`src/rtl/alu_mul_sequencer.sv`:
```
// alu_mul_sequencer: shift-add 8x8 unsigned multiplier driving an external combinational ALU.
// Optional MUL_ZERO_SKIP_EN: zero operands finish immediately without running the iterations.
module alu_mul_sequencer #(
  parameter logic [1:0] OP_ADD = 2'b00,
  parameter int N_ITER = 8
) (
  input  logic        clk,
  input  logic        rst_n,
  input  logic        start,
  input  logic [7:0]  multiplicand,
  input  logic [7:0]  multiplier,
  output logic        ready,
  output logic        busy,
  output logic        done,
  output logic [15:0] product,
  output logic        product_zero,
  output logic [7:0]  alu_a,
  output logic [7:0]  alu_b,
  output logic [1:0]  alu_sel,
  input  logic [7:0]  alu_out,
  input  logic        alu_co
);
  typedef enum logic [1:0] {IDLE, RUN, DONE} state_t;
  state_t state, state_nx;
  logic [7:0] acc_hi, acc_lo, m;
  logic [2:0] cnt;
  logic [15:0] shifted;
  logic accept, last, zero_op;
`ifdef MUL_ZERO_SKIP_EN
  assign zero_op = multiplicand == 8'd0 || multiplier == 8'd0;
`else
  assign zero_op = 1'b0;
`endif
  assign ready   = state == IDLE;
  assign busy    = state == RUN;
  assign done    = state == DONE;
  assign accept  = start && ready;
  assign last    = cnt == 3'(N_ITER - 1);
  // ALU carry becomes the new product MSB; the multiplier LSB falls off the bottom.
  assign shifted = {alu_co, alu_out, acc_lo[7:1]};
  assign product = {acc_hi, acc_lo};
  assign alu_a   = busy ? acc_hi : 8'd0;
  assign alu_b   = busy && acc_lo[0] ? m : 8'd0;
  assign alu_sel = OP_ADD;
  always_comb begin
    state_nx = state;
    state_nx = ready ? (accept ? (zero_op ? DONE : RUN) : IDLE) : busy ? (last ? DONE : RUN) : IDLE;
  end
  always_ff @(posedge clk or negedge rst_n)
    if (!rst_n) state <= IDLE;
    else state <= state_nx;
  always_ff @(posedge clk or negedge rst_n) begin
    if (!rst_n) begin
      acc_hi <= 8'd0;
      acc_lo <= 8'd0;
      m <= 8'd0;
      cnt <= 3'd0;
      product_zero <= 1'b0;
    end else if (accept) begin
      acc_hi <= 8'd0;
      acc_lo <= zero_op ? 8'd0 : multiplier;
      m <= multiplicand;
      cnt <= 3'd0;
      product_zero <= zero_op ? 1'b1 : product_zero;
    end else if (busy) begin
      {acc_hi, acc_lo} <= shifted;
      cnt <= cnt + 3'd1;
      product_zero <= last ? shifted == 16'd0 : product_zero;
    end
  end
endmodule

```
`config.mk`:
```
export PLATFORM = sky130hd
export DESIGN_NAME = alu_mul_sequencer
export DESIGN_NICKNAME = d
export VERILOG_FILES = /design/src/rtl/alu_mul_sequencer.sv
export SDC_FILE = /design/constraint.sdc
export NUM_CORES = 1
export LEC_CHECK = 0
export CAP_MARGIN = 25
export CORE_MARGIN = 3
export CORE_UTILIZATION = 43
export CTS_CLUSTER_SIZE = 10
export DETAILED_ROUTE_END_ITERATION = 10
export HOLD_SLACK_MARGIN = 0.12
export PLACE_DENSITY = 0.82
export SYNTH_ARGS = -nofsm -noshare
export SYNTH_HDL_FRONTEND = slang
export SYNTH_SLANG_ARGS = --single-unit
```
`constraint.sdc`:
```
create_clock -name clk -period 2.8 [get_ports clk]
set_input_delay 0.28 -clock clk [delete_from_list [all_inputs] [get_ports clk]]
set_output_delay 0.28 -clock clk [all_outputs]
set_load 0.05 [all_outputs]
```
==> impl_metrics.json <==
{
  "critPathTopFamily": "buffers and inverters",
  "place_ws_ns": 0.7781,
  "min_path_type": "in2async",
  "ys_types": 25,
  "grt_max_degree": 35,
  "endpoint_kind": "output port",
  "crit_path_start": "state[1]",
  "min_period_ns": 2.392,
  "multiInputGateArea_um2": 574.3,
  "drive_above_1_share_pct": 17.65,
  "maxSlewHeadroom_pct": 55.20,
  "setup_viol": 0,
  "vias_per_cell": 5.049,
  "clockRootBuffer": "clkbuf_4",
  "synthArstFlopShare_pct": 100.0,
  "rsz0062_at_grt": "no",
  "yosys-top-cells-count": "nand2_1 (38), dfrtp_1 (30), o21ai_0 (12)",
  "cp_max_fo": 13,
  "cts_hold_buffers": 0,
  "fin_crit_sh_pct": 85.41,
  "ys.flop_type": "dfrtp_1",
  "die_area_um2": 3922,
  "max_stage_delay_ns": 0.81,
  "io_pins": 66,
  "drv_cap": 0,
  "vias": 1242,
  "die_h_um": 62.63,
  "clk_path_buf_depth": 2,
  "cts_resized": 0,
  "synth_largest_area_cell": "dfrtp_1",
  "detail-route-antenna-nets": 0,
  "netlist_area_um2": 1379,
  "nFillCells": 248,
  "antenna_found_initial": 0,
  "skew_ns": 0.004644,
  "cp_slowest_cell": "clkdlybuf4s50_1",
  "max_freq_ghz": 0.4181,
  "worstSkewPairLatency_ns": 0.34,
  "dr.pass1.iters": 4,
  "htreeDepth": 2,
  "wl_um": 3557,
  "floorplan.rows": 19,
  "cts_tree": "built",
  "final_nets": 233,
  "area_growth_syn_to_layout_pct": 50.64,
  "first_iter_violations": 38,
  "dp_hpwl_um": 2638,
  "worstMarginPinSlew_ns": 0.6706,
  "grt_pass1_vias": 1312,
  "crit_path_start_kind": "register",
  "fin_setup_tns_ns": 0,
  "drc": 0,
  "postCtsSetupRepairBufs": 0,
  "drv_slew": 0,
  "cts_made_buffers": 5,
  "overflow": 0,
  "arrival_ns": 2.11,
  "fin_hold_ws_ns": 0.3153,
  "die_w_um": 62.63,
  "yosys_warnings": 0,
  "r2r_start": "state[1]",
  "globalRouteTotalUtil_pct": 19.41,
  "cp_num_buf_inv": 2,
  "synth-edff-count": 0,
  "yosysSeqAreaShare_pct": 54.45,
  "diodes": 0,
  "utilization_pct": 71.61,
  "crit_chain": "nand2b_1 > inv_2 > clkdlybuf4s50_1",
  "critPathKind": "reg2out",
  "core_um2": 2900,
  "seqCellArea_um2": 750.7,
  "synth_cells": 137,
  "yosysMostFrequentCell": "nand2_1",
  "synth.avg_cell_area_um2": 10.06,
  "path_clk_slew_ns": 0.09,
  "port_buffers": 63,
  "yosys_register_bits": 30,
  "start_util_pct": 47.54,
  "grt_pass1_wl_um": 5996,
  "clock-sinks": 30,
  "layout_setup_ws_ns": 0.4085,
  "yosys.area.top_type_share_pct": 54.45,
  "routabilityCongestion": 0.6779,
  "synth_area_leaders": "dfrtp_1 (54%), nand2_1 (10%), mux2_2 (5.7%), o21ai_0 (4.4%), a22oi_1 (4.4%)",
  "final-hold-violation-count": 0,
  "required_ns": 2.52,
  "wl_per_cell_um": 14.46,
  "status": "finished clean"
}
[layout by cell type, fill, tap and decap left out]
cell and n:
nand2_1 38, nor4_1 4, inv_2 1, buf_4 19, conb_1 2, and2_1 8, o21ai_0 12, clkbuf_4 5
nand3b_1 1, mux2_2 7, a22oi_1 8, nor3b_4 1, nand4_1 1, clkdlybuf4s50_1 47, and3_1 8, ha_1 2
nor2_1 1, inv_1 1, nand2b_1 1, nor2b_1 1, mux2_1 1, clkbuf_8 3, dfrtp_1 30, o21bai_1 2
[logic make-up after synthesis]
family	share of synthesized area (%)
AO/OA/AOI/OAI	9.800
adder cells (fa/ha/maj)	1.815
buffers and inverters	4.172
flip-flops	54.45
multiplexers	6.534
other	0.2720
AND/OR/NAND/NOR	22.96
[cell type report]
cell class                      instances  area share, %
Inverter                                2         0.3614
Tap cell                               42          2.530
Multi-Input combinational cell         98          27.65
Sequential cell                        30          36.14
Clock buffer                            8          3.795
Timing Repair Buffer                   66          29.52
[worst reg2reg max path, stage by stage, from the launching register on]
cell,delay [ns]
dfrtp_1,0.45
nand2b_1,0.44
inv_2,0.07
buf_4,0.24
a22oi_1,0.20
nand2_1,0.08
[stage by stage]
| step | std cells | area [um2] |
|---|---|---|
| after floorplan | 138 | 1383 |
| after global placement | 238 | 1998 |
| after CTS | 246 | 2077 |
| after global routing | 246 | 2077 |
| final | 246 | 2077 |
| after detailed placement | 238 | 1998 |
[per-layer routing]
layer / share of wire [%] / track usage (%)
met4: 2.2 / 10.74
met1: 41 / 21.39
met2: 54 / 34.49
met5: 0 / 0
met3: 3.7 / 4.137
[sequential cells by signal, indices dropped and copies added (netlist names)]
register,cells
m,8
acc_lo,8
product_zero,1
cnt,3
acc_hi,8
state,2
[path summary, 6_finish.rpt]
kind	depth (start not counted)	to	slack (ns)
setup / recovery	3	busy	0.41
hold / removal	2	acc_hi[0]	0.32
setup reg to reg	5	acc_lo[0]	1.21
hold reg to reg	1	m[1]	0.51
max in group asynchronous	2	acc_lo[6]	2.21
min in group clk	1	m[1]	0.51
Power is left out: the tool's default activity adds up to more than one toggle a clock period on the data nets, which glitch-free logic cannot reach.
